<file path="src/rtl/tbtt_beacon_scheduler.sv">
// Beacon-start scheduler: aligns the next TBTT to a multiple of the beacon interval on the
// TSF timeline, requests a beacon lead_time_us ahead of it and counts sent/missed beacons.
module tbtt_beacon_scheduler #(
   parameter int TIMER_WIDTH    = 64,
   parameter int INTERVAL_WIDTH = 16,
   parameter int CNT_WIDTH      = 16
) (
   input  logic                      clk,
   input  logic                      rst,
   input  logic                      enable,
   input  logic [INTERVAL_WIDTH-1:0] beacon_interval_tu,
   input  logic [15:0]               lead_time_us,
   input  logic [TIMER_WIDTH-1:0]    tsf_runtime_val,
   input  logic                      tsf_load,
   input  logic                      sent_beacon,
   output logic                      start_beaconing,
   output logic [TIMER_WIDTH-1:0]    next_tbtt,
   output logic [CNT_WIDTH-1:0]      beacon_sent_cnt,
   output logic [CNT_WIDTH-1:0]      beacon_missed_cnt,
   output logic                      calc_busy
);

   localparam logic [2:0] S_IDLE     = 3'd0;
   localparam logic [2:0] S_CALC     = 3'd1;
   localparam logic [2:0] S_ALIGN    = 3'd2;
   localparam logic [2:0] S_WAIT     = 3'd3;
   localparam logic [2:0] S_AWAIT_TX = 3'd4;

   localparam int DIV_CNT_W = $clog2(TIMER_WIDTH);
   localparam logic [DIV_CNT_W-1:0] DIV_LAST = DIV_CNT_W'(TIMER_WIDTH - 1);

   logic [2:0]             state;
   logic [TIMER_WIDTH-1:0] snapshot;
   logic [TIMER_WIDTH-1:0] dividend;
   logic [TIMER_WIDTH-1:0] rem;
   logic [TIMER_WIDTH-1:0] interval_us;
   logic [TIMER_WIDTH-1:0] lead;
   logic [DIV_CNT_W-1:0]   div_cnt;

   logic [TIMER_WIDTH-1:0] cfg_interval;
   logic [TIMER_WIDTH-1:0] cfg_lead;
   logic [TIMER_WIDTH-1:0] tp;
   logic [TIMER_WIDTH-1:0] tbtt_step;
   logic [TIMER_WIDTH-1:0] rem_next;
   logic [TIMER_WIDTH:0]   rem_shift;
   logic                   load_cfg;

   assign cfg_interval = {{(TIMER_WIDTH-INTERVAL_WIDTH-10){1'b0}}, beacon_interval_tu, 10'd0};
   assign cfg_lead     = {{(TIMER_WIDTH-16){1'b0}}, lead_time_us};
   assign tp           = tsf_runtime_val + lead;
   assign tbtt_step    = next_tbtt + interval_us;

   // Restoring divider step; the remainder is always below interval_us, so the
   // subtraction can be done modulo 2^TIMER_WIDTH on the low bits.
   assign rem_shift = {rem, dividend[TIMER_WIDTH-1]};
   assign rem_next  = (rem_shift >= {1'b0, interval_us}) ?
                      (rem_shift[TIMER_WIDTH-1:0] - interval_us) : rem_shift[TIMER_WIDTH-1:0];

   // Enable rise in IDLE, or a TSF rewrite in any active state, (re)latches configuration.
   assign load_cfg  = enable && ((state == S_IDLE) ? (cfg_interval != '0) : tsf_load);
   assign calc_busy = (state == S_CALC) || (state == S_ALIGN);

   always_ff @(posedge clk) begin
      if (rst) begin
         snapshot    <= '0;
         dividend    <= '0;
         rem         <= '0;
         interval_us <= '0;
         lead        <= '0;
         div_cnt     <= '0;
      end else if (load_cfg) begin
         snapshot    <= tsf_runtime_val;
         dividend    <= tsf_runtime_val;
         rem         <= '0;
         div_cnt     <= '0;
         interval_us <= cfg_interval;
         lead        <= cfg_lead;
      end else if (state == S_CALC) begin
         dividend <= dividend << 1;
         rem      <= rem_next;
         div_cnt  <= div_cnt + DIV_CNT_W'(1);
      end
   end

   always_ff @(posedge clk) begin
      if (rst) begin
         state             <= S_IDLE;
         start_beaconing   <= 1'b0;
         next_tbtt         <= '0;
         beacon_sent_cnt   <= '0;
         beacon_missed_cnt <= '0;
      end else begin
         start_beaconing <= 1'b0;
         if (!enable) begin
            state <= S_IDLE;
         end else if (load_cfg) begin
            state <= (cfg_interval == '0) ? S_IDLE : S_CALC;
         end else begin
            case (state)
               S_CALC: begin
                  if (div_cnt == DIV_LAST) begin
                     next_tbtt <= snapshot - rem_next + interval_us;
                     state     <= S_ALIGN;
                  end
               end
               S_ALIGN: begin
                  if (next_tbtt < tp) next_tbtt <= tbtt_step;
                  else                state     <= S_WAIT;
               end
               S_WAIT: begin
                  if (tp >= next_tbtt) begin
                     start_beaconing <= 1'b1;
                     state           <= S_AWAIT_TX;
                  end
               end
               S_AWAIT_TX: begin
                  if (sent_beacon) begin
                     beacon_sent_cnt <= beacon_sent_cnt + CNT_WIDTH'(1);
                     next_tbtt       <= tbtt_step;
                     state           <= S_ALIGN;
                  end else if (tp >= tbtt_step) begin
                     beacon_missed_cnt <= beacon_missed_cnt + CNT_WIDTH'(1);
                     next_tbtt         <= tbtt_step;
                     state             <= S_ALIGN;
                  end
               end
               default: state <= S_IDLE;
            endcase
         end
      end
   end

endmodule

</file>
<file path="config.mk">
export PLATFORM = sky130hd
export DESIGN_NAME = tbtt_beacon_scheduler
export DESIGN_NICKNAME = d
export VERILOG_FILES = /design/src/rtl/tbtt_beacon_scheduler.sv
export SDC_FILE = /design/constraint.sdc
export NUM_CORES = 1
export LEC_CHECK = 0
export CAP_MARGIN = 0
export CELL_PAD_IN_SITES_DETAIL_PLACEMENT = 0
export CELL_PAD_IN_SITES_GLOBAL_PLACEMENT = 1
export CORE_MARGIN = 2
export CORE_UTILIZATION = 48
export DETAILED_ROUTE_END_ITERATION = 10
export PLACE_DENSITY_LB_ADDON = 0.1
export REMOVE_ABC_BUFFERS = 1
export SLEW_MARGIN = 40
export SYNTH_ARGS = -nofsm -noshare
export SYNTH_HDL_FRONTEND = slang
export SYNTH_SLANG_ARGS = --single-unit
</file>
<file path="constraint.sdc">
create_clock -name clk -period 10.59 [get_ports clk]
set_input_delay 1.5885 -clock clk [delete_from_list [all_inputs] [get_ports clk]]
set_output_delay 1.5885 -clock clk [all_outputs]
set_load 0.005 [all_outputs]
</file>
Yosys cells after proc, flatten, opt, wreduce, memory -nomap -nowiden
Cells that the tools add are included.
{"block": "classes", "magnitude_cmp": 4, "n_eq_ne": 12, "n_bitwise": 4, "muxes": 18, "reduce_logical": 14, "n_addsub": 8}
{"op": "$mux W64", "count": 7}
{"op": "$pmux W64 S3", "count": 1}
{"op": "$add A64 B26 Y64", "count": 2}
{"op": "$ge A64 B64 Y1", "count": 2}
{"op": "$ge A65 B26 Y1", "count": 1}
{"op": "$add A64 B16 Y64", "count": 1}
{"op": "$logic_not A64 Y1", "count": 1}
{"op": "$lt A64 B64 Y1", "count": 1}
{"op": "$reduce_bool A64 Y1", "count": 1}
{"op": "$sub A64 B26 Y64", "count": 1}
{"op": "$sub A64 B64 Y64", "count": 1}
{"op": "$add A16 B1 Y16 const B", "count": 2}
{"op": "$mux W3", "count": 6}
{"op": "$pmux W3 S4", "count": 1}
{"op": "$ne A3 B3 Y1 const B", "count": 3}
{"op": "$reduce_and A4 Y1", "count": 2}
{"op": "$add A6 B1 Y6 const B", "count": 1}
{"op": "$eq A3 B2 Y1 const B", "count": 2}
{"op": "$eq A6 B6 Y1 const B", "count": 1}
{"op": "$reduce_and A6 Y1", "count": 1}
{"op": "$reduce_and A5 Y1", "count": 1}
{"op": "$ne A2 B1 Y1 const B", "count": 2}
{"op": "$ne A4 B4 Y1 const B", "count": 1}
{"op": "$not A1 Y1", "count": 4}
{"op": "11 further kinds", "count": 14}
{"block": "word_totals", "in_bits": 101, "register_bits": 330, "output_inout_bits": 98}

Depth between registers and ports, before layout
Gate-level depths: netlist of run 1.
{"block": "logic_depth", "word_depth": 6, "depth_mapped": 28}

Least setup slack after synthesis of run 1
No wires, ideal clock.
{"block": "synth_timing", "path_kind": "input port to flip-flop", "start": "in tsf_runtime_val[0]", "end": "reg next_tbtt[26]", "cell_stages": 28, "n_path_buf": 4, "slack_ns": 3.225, "arrival_time_ns": 7.238, "setup_ns": 0.128, "cell_sequence": "ha_1 inv_1 fa_1 nor2b_1 o21ai_0 a21boi_0 o21a_1 o21ai_0 a21o_1 a31oi_1 a311o_1 clkbuf_1 clkbuf_1 nand3_1 xnor2_1 ha_1 and4_1 nand4_1 or4_1 nor4_1 nand2_1 a21oi_1 o2111a_1 clkbuf_1 clkbuf_1 o21ai_0 a22oi_1 nor2_1"}
{"block": "synth_via", "elab_chain_len": 4}
{"element": "start, declared", "line": "13", "source": "input logic [TIMER_WIDTH-1:0] tsf_runtime_val,"}
{"element": "$add A64 B16 Y64 *", "line": "50", "source": "assign tp = tsf_runtime_val + lead;"}
{"element": "$ge A64 B64 Y1 / $lt A64 B64 Y1 (equally long branches)", "line": "121, 107"}
{"element": "$ne A3 B3 Y1 (no line) / $ne A2 B1 Y1 (equally long branches)"}
{"element": "$reduce_and A6 Y1 (no line) *"}
{"element": "end signal, assigned", "line": "107", "source": "if (next_tbtt < tp) next_tbtt <= tbtt_step;"}
{"element": "end signal, assigned", "line": "119", "source": "next_tbtt <= tbtt_step;"}
{"element": "end signal, assigned", "line": "123", "source": "next_tbtt <= tbtt_step;"}
{"element": "end, declared", "line": "17", "source": "output logic [TIMER_WIDTH-1:0] next_tbtt,"}
Mark *: on every way between the ends. The rest lies on a longest branch, timed or not.
A chain may end at the register's enable or synchronous reset.

Final worst setup path of run 1
{"block": "layout_timing", "start": "in tsf_runtime_val[0]", "end": "reg next_tbtt[58]"}
The elaborated chain is that of the path after synthesis.

==> summary.txt, run 1 <==
Outcome
  – Status: finished, final reports clean

Synthesis
  – Seq cells post-synth: 330
  – Post-synthesis cell type count: 77
  – Warnings from Yosys: 0
  – Syn avg cell area: 7.388 sq um
  – Post-synth EDFFs: 0
  – Async set or reset register ratio after synthesis: 0
  – Syn Inst Count: 3419
  – Sequential area share after synthesis: 0.2615
  – Yosys top cell area share: 0.2615
  – Ranking of synthesized cells by area: dfxtp_1, ha_1, nand2_1
  – Post-synth top area cell: dfxtp_1
  – Dominant synthesized flop cell: dfxtp_1
  – Synthesized area: 0.02526 sq mm

Cells and area
  – Non-Filler Instances: ~4.2k
  – Area growth, synth to finish: 15.77%
  – N_diodes: 0
  – Post-layout util: 0.5587
  – Design Area, Final: 0.02924 sq mm
  – Multi-input logic area: between 0.015 and 0.02 sq mm
  – Filler cells: 5038
  – Storage cell area: 0.006606 sq mm
  – Fin nets: just under 4k
  – Layout cells sized above 1: 0.04420

Power
  – Tot Pwr: 4.661 mW
  – NetSw: around 1.8 mW
  – Sequential share of power: 0.287
  – Max IR drop VDD: 123.0 uV
  – Clock power frac: 0.318
  – Switching Share: 0.3924
  – Comb power frac: 0.395
  – P_leak: 11.83 nW
  – Pint: 2.832 mW
  – Power Density: 159.4 mW/mm^2

Die
  – Width of the die: 233.4 um
  – Die Ht: approximately 230 um
  – Initial Util: 0.4826
  – Core ar.: about 0.052 sq mm
  – Io pins: 199
  – Placement row count: 84
  – Die area: 0.05448 sq mm

GRT
  – Initial antenna violation count: 2
  – First-pass GRT wire length: ~130000 um
  – Tot GR Track Use: 0.3106
  – Largest net degree at the start of global routing: 164
  – GRT overflow: 0
  – Vias in the first global route: 23.71k

STA
  – Hold_ws: 0.4512 ns
  – Max-slew violations: 0
  – Sum Neg Setup Slack: 0 ns
  – Tmin final: 8.486 ns
  – Fin worst setup slack: 2.104 ns
  – Final hold vios: 0
  – # setup viols final: 0
  – F_max: 117.8 MHz
  – RSZ-0062 raised after global routing: no
  – Slew HR: 0.3967
  – Skew final: 0.01811 ns
  – Final period util: 0.8014
  – Slew @ Worst Pin: between 0.8 and 0.9 ns

Clocking
  – Post-CTS Setup Inserts: 0
  – CTS root buffer: clkbuf_16
  – Post-CTS sizing: 0
  – Max Root-Sink Buffers: 3
  – CTS Buf Count: 41
  – CTS hold repair buffers: 0
  – Clock Latency Late Sink: 0.59 ns
  – Clk sinks: 330
  – Clk slew on worst S/H paths: 0.06 ns
  – CTS tree: yes
  – Htree depth: 2

Route
  – Vias: 24.77k
  – DR WL/cell: 20.40 um
  – DR DRC count: 0
  – Final ANT Viol Nets: 0
  – Initial DRC count: 1867
  – DRT Pass-1 Iters: 6
  – Drt total wl: 86490 um
  – Vias per Instance: 5.843

Placed design
  – Placed cell area: 0.02783 sq mm
  – Placed cells: 4165
  – IO buf count: ~200
  – Detailed Place HPWL: ~66000 um
  – Dpl ws: 1.522 ns
  – GPL Wtd Cong: 0.9614

Worst setup path
  – CP Data Arrival Time: between 8 and 9 ns
  – R2R Path End: next_tbtt[56]$_SDFFE_PP0P_
  – R2r startpoint: rem[47]$_SDFFE_PP0P_
  – Kind of critical path: in -> reg
  – Worst Path Max Fanout: 19
  – Flop2flop setup slack: 2.79 ns
  – Crit start category: input port
  – R2R cell count: 21
  – Critical path required time: 11.09 ns
  – Endpoint class of the critical path: register

Worst hold path
  – Hold Crit Class: reg -> reg
  – Worst Hold Endpoint: snapshot[2]$_SDFFE_PP0P_
  – Hold depth: 2
  – Hold Crit Start: snapshot[2]$_SDFFE_PP0P_

Flow run
  – Max_cap viols: 0
## how the worst max path moves through the flow
stage	end	depth (start not counted)	start	slack, ns
6_report	next_tbtt[58]$_SDFFE_PP0P_	27	tsf_runtime_val[0]	2.10
5_1_grt	next_tbtt[58]$_SDFFE_PP0P_	27	tsf_runtime_val[0]	1.54
4_1_cts	next_tbtt[58]$_SDFFE_PP0P_	27	tsf_runtime_val[0]	2.12
3_5_place_dp	next_tbtt[58]$_SDFFE_PP0P_	27	tsf_runtime_val[0]	1.52
3_3_place_gp	next_tbtt[58]$_SDFFE_PP0P_	26	tsf_runtime_val[0]	1.53
2_1_floorplan	next_tbtt[0]$_SDFFE_PP0P_	5	state[0]$_SDFFE_PP0P_	1.63
## power groups by stage
stage | registers [mW] | logic, mW | clock network [mW]
CTS | 1.34 | 1.82 | 1.50
finish | 1.34 | 1.84 | 1.48
detailed placement | 1.36 | 1.80 | 0
global route | 1.34 | 2.03 | 1.55
global placement | 1.36 | 1.78 | 0
floorplan | 1.35 | 1.28 | 0
## cell type report
type,instances,share of cell area
clock inverter,27,0.01018
tap,688,0.02944
clock buffer,48,0.03769
sequential,330,0.2259
inverter,192,0.02464
multi-input combinational,2728,0.5953
timing repair buffer,227,0.07684
## cells in the final DEF, fill, tap and decap left out, types with 22 or more instances in the layout
cell,count
nor3_1,63
clkdlybuf4s50_1,197
a211oi_1,49
ha_1,278
a21o_1,55
inv_1,192
nor4_1,27
nor2_1,233
and3_1,39
clkbuf_16,41
o21a_1,26
dfxtp_1,330
or3_1,24
xnor2_1,152
nand3_1,72
nand4_1,87
buf_4,25
o21bai_1,28
nand2_1,643
o21ai_0,164
xor2_1,92
a21oi_1,401
a31oi_1,22
## per-layer routing
| layer | share of wire | wire [um] | up-vias | GRT usage |
|---|---|---|---|---|
| li1 | - | - | 12150 | - |
| met1 | 0.45 | 39110 | 11720 | 0.4177 |
| met2 | 0.46 | 40080 | 779 | 0.5217 |
| met3 | 0.056 | 4853 | 121 | 0.03467 |
| met4 | 0.028 | 2428 | 2 | 0.09316 |
| met5 | 0.00015 | 13 | - | 0 |
## worst max-delay path, stage by stage
cell and delay [ns]:
clkdlybuf4s50_1 0.50, ha_1 0.18, inv_1 0.06, fa_1 0.40, nor2b_1 0.12, o21ai_0 0.10, a21boi_0 0.26, o21a_1 0.17
o21ai_0 0.11, a21o_1 0.22, a31oi_1 0.36, a311o_1 0.24, buf_4 0.33, nand3_1 0.15, xnor2_1 0.17, ha_1 0.32
and4_1 0.24, nand4_1 0.15, or4_1 0.67, o221ai_1 0.46, a21oi_1 0.25, a21oi_1 0.44, o2111ai_4 0.34, buf_8 0.28
or4_1 0.48, a221o_1 0.27, o21ai_0 0.08
## flip-flops by register name, summed over array words and instances, names as in the netlist
register / count
beacon_missed_cnt: 16
rem: 64
state: 3
dividend: 64
beacon_sent_cnt: 16
lead: 16
start_beaconing: 1
next_tbtt: 64
interval_us: 16
snapshot: 64
div_cnt: 6
## logic make-up (layout without fill, tap and decap cells)
logic type / count (synthesis) / after routing / share of synthesized area
AND/OR/NAND/NOR: 1309 / 1309 / 0.2354
AO/OA/AOI/OAI: 855 / 855 / 0.2017
buffers and inverters: 361 / 494 / 0.05369
flip-flops: 330 / 330 / 0.2615
adder cells (fa/ha/maj): 298 / 298 / 0.1535
XOR/XNOR: 245 / 245 / 0.08524
multiplexers: 21 / 21 / 0.008866
## synth_stat cells (all sizes together), types with 16 or more instances
library cell,number
nand2,644
a21oi,401
dfxtp,330
ha,278
nor2,234
inv,192
o21ai,165
clkbuf,154
xnor2,152
xor2,93
nand4,87
nand3,73
nor3,64
a21o,55
a211oi,49
and3,39
nor4,31
o21bai,28
o21a,26
or3,24
nor2b,23
a31oi,22
nand2b,21
fa,20
and4,16
o211ai,16
Note: power is estimated with default switching activity, not from simulation.
==> run 2, diff against run 1 <==
--- a/config.mk
+++ b/config.mk
@@ -9,7 +9,7 @@
 export CELL_PAD_IN_SITES_DETAIL_PLACEMENT = 0
 export CELL_PAD_IN_SITES_GLOBAL_PLACEMENT = 1
 export CORE_MARGIN = 2
-export CORE_UTILIZATION = 48
+export CORE_UTILIZATION = 40
 export DETAILED_ROUTE_END_ITERATION = 10
 export PLACE_DENSITY_LB_ADDON = 0.1
 export REMOVE_ABC_BUFFERS = 1
==> constraint.sdc (replaced) <==
create_clock -name clk -period 7.1 [get_ports clk]
set_input_delay 1.065 -clock clk [delete_from_list [all_inputs] [get_ports clk]]
set_output_delay 1.065 -clock clk [all_outputs]
set_load 0.005 [all_outputs]
==> run 2 against run 1 <==
  * Combinational power is 58% higher
  * Cell count is 7.7% higher
  * Power is 55% higher
  * Clock power is 56% higher
  * Register-to-register slack worse by 2.5 ns
  * Routed wire length grew 6.3%
  * Clock skew increased by 0.017 ns
  * Design area increased by 5.4%
  * Sequential cell count unchanged
  * Worst hold slack better by 0.0030 ns
  * Sequential share of layout area shrank 1.1 points
  * Setup slack lost 1.8 ns
==> summary.txt, run 2 (synthesized netlist as in run 1, its figures left out) <==
Outcome
  – Status: finished, final reports clean

Worst setup path
  – R2r startpoint: interval_us[11]$_SDFFE_PP0P_
  – Endpoint class of the critical path: register
  – Critical path required time: 7.60 ns
  – R2R cell count: 23
  – Crit start category: register
  – Critical path's largest stage delay: 0.53 ns
  – Crit path cell chain: inv_1, ha_1, nor2b_1, o31a_1, o21a_1, o41ai_1, buf_4, nand3_1, buf_4, mux2_2, fa_1, inv_1, ha_1, nand4_1, nor4_1, o211ai_1, nand3_1, o2111a_1, o211ai_1, nand4_1, o211ai_1, or4_1, a31oi_1
  – Crit-path most repeated cell: o211ai_1
  – R2R Path End: next_tbtt[63]$_SDFFE_PP0P_
  – CP max stage cell: o41ai_1
  – Worst Path Max Fanout: 16
  – CP Data Arrival Time: between 7 and 8 ns
  – Kind of critical path: reg -> reg
  – Flop2flop setup slack: approximately 0.25 ns

Power
  – Power Density: 233.8 mW/mm^2
  – P_leak: 12.69 nW
  – Max IR drop VDD: approximately 170 uV

STA
  – Tmin final: between 6 and 7 ns
  – Slew @ Worst Pin: 0.8506 ns
  – Skew final: 0.03553 ns
  – RSZ-0062 raised after global routing: no
  – Hold_ws: 0.4542 ns
  – Final hold vios: 0
  – # setup viols final: 0
  – Max-slew violations: 0
  – Fin worst setup slack: 0.2539 ns
  – Final period util: 0.9642
  – Slew HR: 0.4329
  – F_max: 146.1 MHz

Route
  – DR WL/cell: 20.13 um
  – DR DRC count: 0
  – DRT Pass-1 Iters: 5
  – Final ANT Viol Nets: 0
  – Initial DRC count: around 1.6k
  – Drt total wl: 91910 um
  – Vias per Instance: roughly 5.5
  – Vias: approximately 25k

GRT
  – Largest net degree at the start of global routing: 100
  – GRT overflow: 0
  – Global routing usage on met2: 0.4570
  – Vias in the first global route: 24.32k
  – Grt met1 use: 0.3729
  – Tot GR Track Use: 0.2742
  – Initial antenna violation count: 1
  – GRT met3 Usage: 0.02857
  – Top Usage Layer GRT: met2
  – First-pass GRT wire length: ~140000 um

Clocking
  – CTS root buffer: clkbuf_16
  – CTS Buf Count: 44
  – CTS tree: yes
  – Max Root-Sink Buffers: 3
  – Clk slew on worst S/H paths: about 0.060 ns
  – Clock Latency Late Sink: 0.61 ns
  – Htree depth: 2
  – Clk sinks: 330

Cells and area
  – Non-Filler Instances: approximately 4.6k
  – Area growth, synth to finish: 21.97%
  – Commonest cells after routing, fill and taps aside: nand2_1, a21oi_1, dfxtp_1, ha_1, nor2_1
  – Layout cells sized above 1: 0.08685
  – Post-layout util: 0.4911
  – Commonest non-fill, non-tap cell in the layout: nand2_1
  – Filler cells: ~6.3k
  – Design Area, Final: 0.03081 sq mm
  – Fin nets: roughly 4.1k
  – N_diodes: 0

Placed design
  – IO buf count: 198
  – Detailed Place HPWL: around 71000 um
  – GPL Wtd Cong: 0.9378
  – Placed cells: around 4.5k
  – Dpl ws: -0.7065 ns
  – Placed cell area: ~0.029 sq mm

Worst hold path
  – Hold Crit Class: reg -> reg
  – Hold Crit Start: snapshot[3]$_SDFFE_PP0P_
  – Worst Hold Endpoint: snapshot[3]$_SDFFE_PP0P_
  – Hold depth: 2

Die
  – Core ar.: 0.06274 sq mm
  – Placement row count: just over 90
  – Io pins: 199
  – Die area: 0.06518 sq mm
  – Width of the die: around 260 um
  – Initial Util: 0.4027
  – Die Ht: roughly 260 um

Flow run
  – Max_cap viols: 0
[run 2: cell count changes in the layout (fill, tap and decap cells not counted), moves of 2 or more]
cell        change
buf_4         +159
clkbuf_1        +8
buf_12          +4
clkinv_4        -4
clkbuf_16       +3
inv_6           -3
a31oi_1         -2
a31oi_2         +2
buf_6           +2
clkbuf_8        +2
clkinvlp_4      -2
xnor2_1         -2
xnor2_2         +2
[run 2: critical path: cells and delay by family (launching register included)]
kind,cells,cell delay (ns)
mux,1,0.32
simple gates,7,1.89
fa+ha+maj,3,1.25
compound gates,8,2.15
flops,1,0.43
buf+inv,4,0.67
[run 2: what timing repair did]
| action | CTS | global route |
|---|---|---|
| hold buffers | 0 | 0 |
| setup endpoints to repair | 7 | 64 |
| endpoints found under the hold margin | 0 | 0 |
| gates resized for setup | 2 | 12 |
| buffers inserted | 0 | 4 |
| cloned | 0 | 0 |
| pin swaps | 1 | 10 |
[run 2: worst max-delay path by stage]
stage | from | end | slack (ns)
2_1_floorplan | state[0]$_SDFFE_PP0P_ | next_tbtt[0]$_SDFFE_PP0P_ | -1.86
3_3_place_gp | tsf_runtime_val[0] | next_tbtt[58]$_SDFFE_PP0P_ | -0.53
3_5_place_dp | tsf_runtime_val[0] | next_tbtt[57]$_SDFFE_PP0P_ | -0.71
4_1_cts | tsf_runtime_val[0] | next_tbtt[57]$_SDFFE_PP0P_ | 0.05
5_1_grt | tsf_runtime_val[0] | next_tbtt[57]$_SDFFE_PP0P_ | 0.009
6_report | interval_us[11]$_SDFFE_PP0P_ | next_tbtt[63]$_SDFFE_PP0P_ | 0.25
[run 2: power breakdown]
part | internal, mW | switching [mW] | leakage, nW
registers | 1.93 | 0.0671 | 2.69
logic | 1.11 | 1.78 | 9.28
clock network | 1.36 | 0.948 | 0.718
[run 2: metrics by stage]
| stage | setup TNS (ns) | power [mW] |
|---|---|---|
| after floorplan | -89.28 | 3.914 |
| after global placement | -22.48 | 4.872 |
| after detailed placement | -34.23 | 4.882 |
| after CTS | 0 | 7.235 |
| after global routing | 0 | 7.659 |
| final | 0 | 7.205 |
[run 2: final cells by class]
cell class | count | area, sq um | share of cell area
Sequential cell | 330 | 6606 | 0.2144
Timing Repair Buffer | 390 | 3501 | 0.1136
Clock buffer | 61 | 1235 | 0.04008
Multi-Input combinational cell | 2728 | 17460 | 0.5666
Clock inverter | 18 | 232.7 | 0.007553
Tap cell | 846 | 1059 | 0.03436
Inverter | 192 | 720.7 | 0.02339
[run 2: routing by layer]
layer,share of wire,vias to the layer above,routed length [um]
met5,0,-,0
met2,0.46,600,42090
met3,0.044,132,4012
met1,0.47,11980,43010
met4,0.030,0,2794
li1,-,12500,-
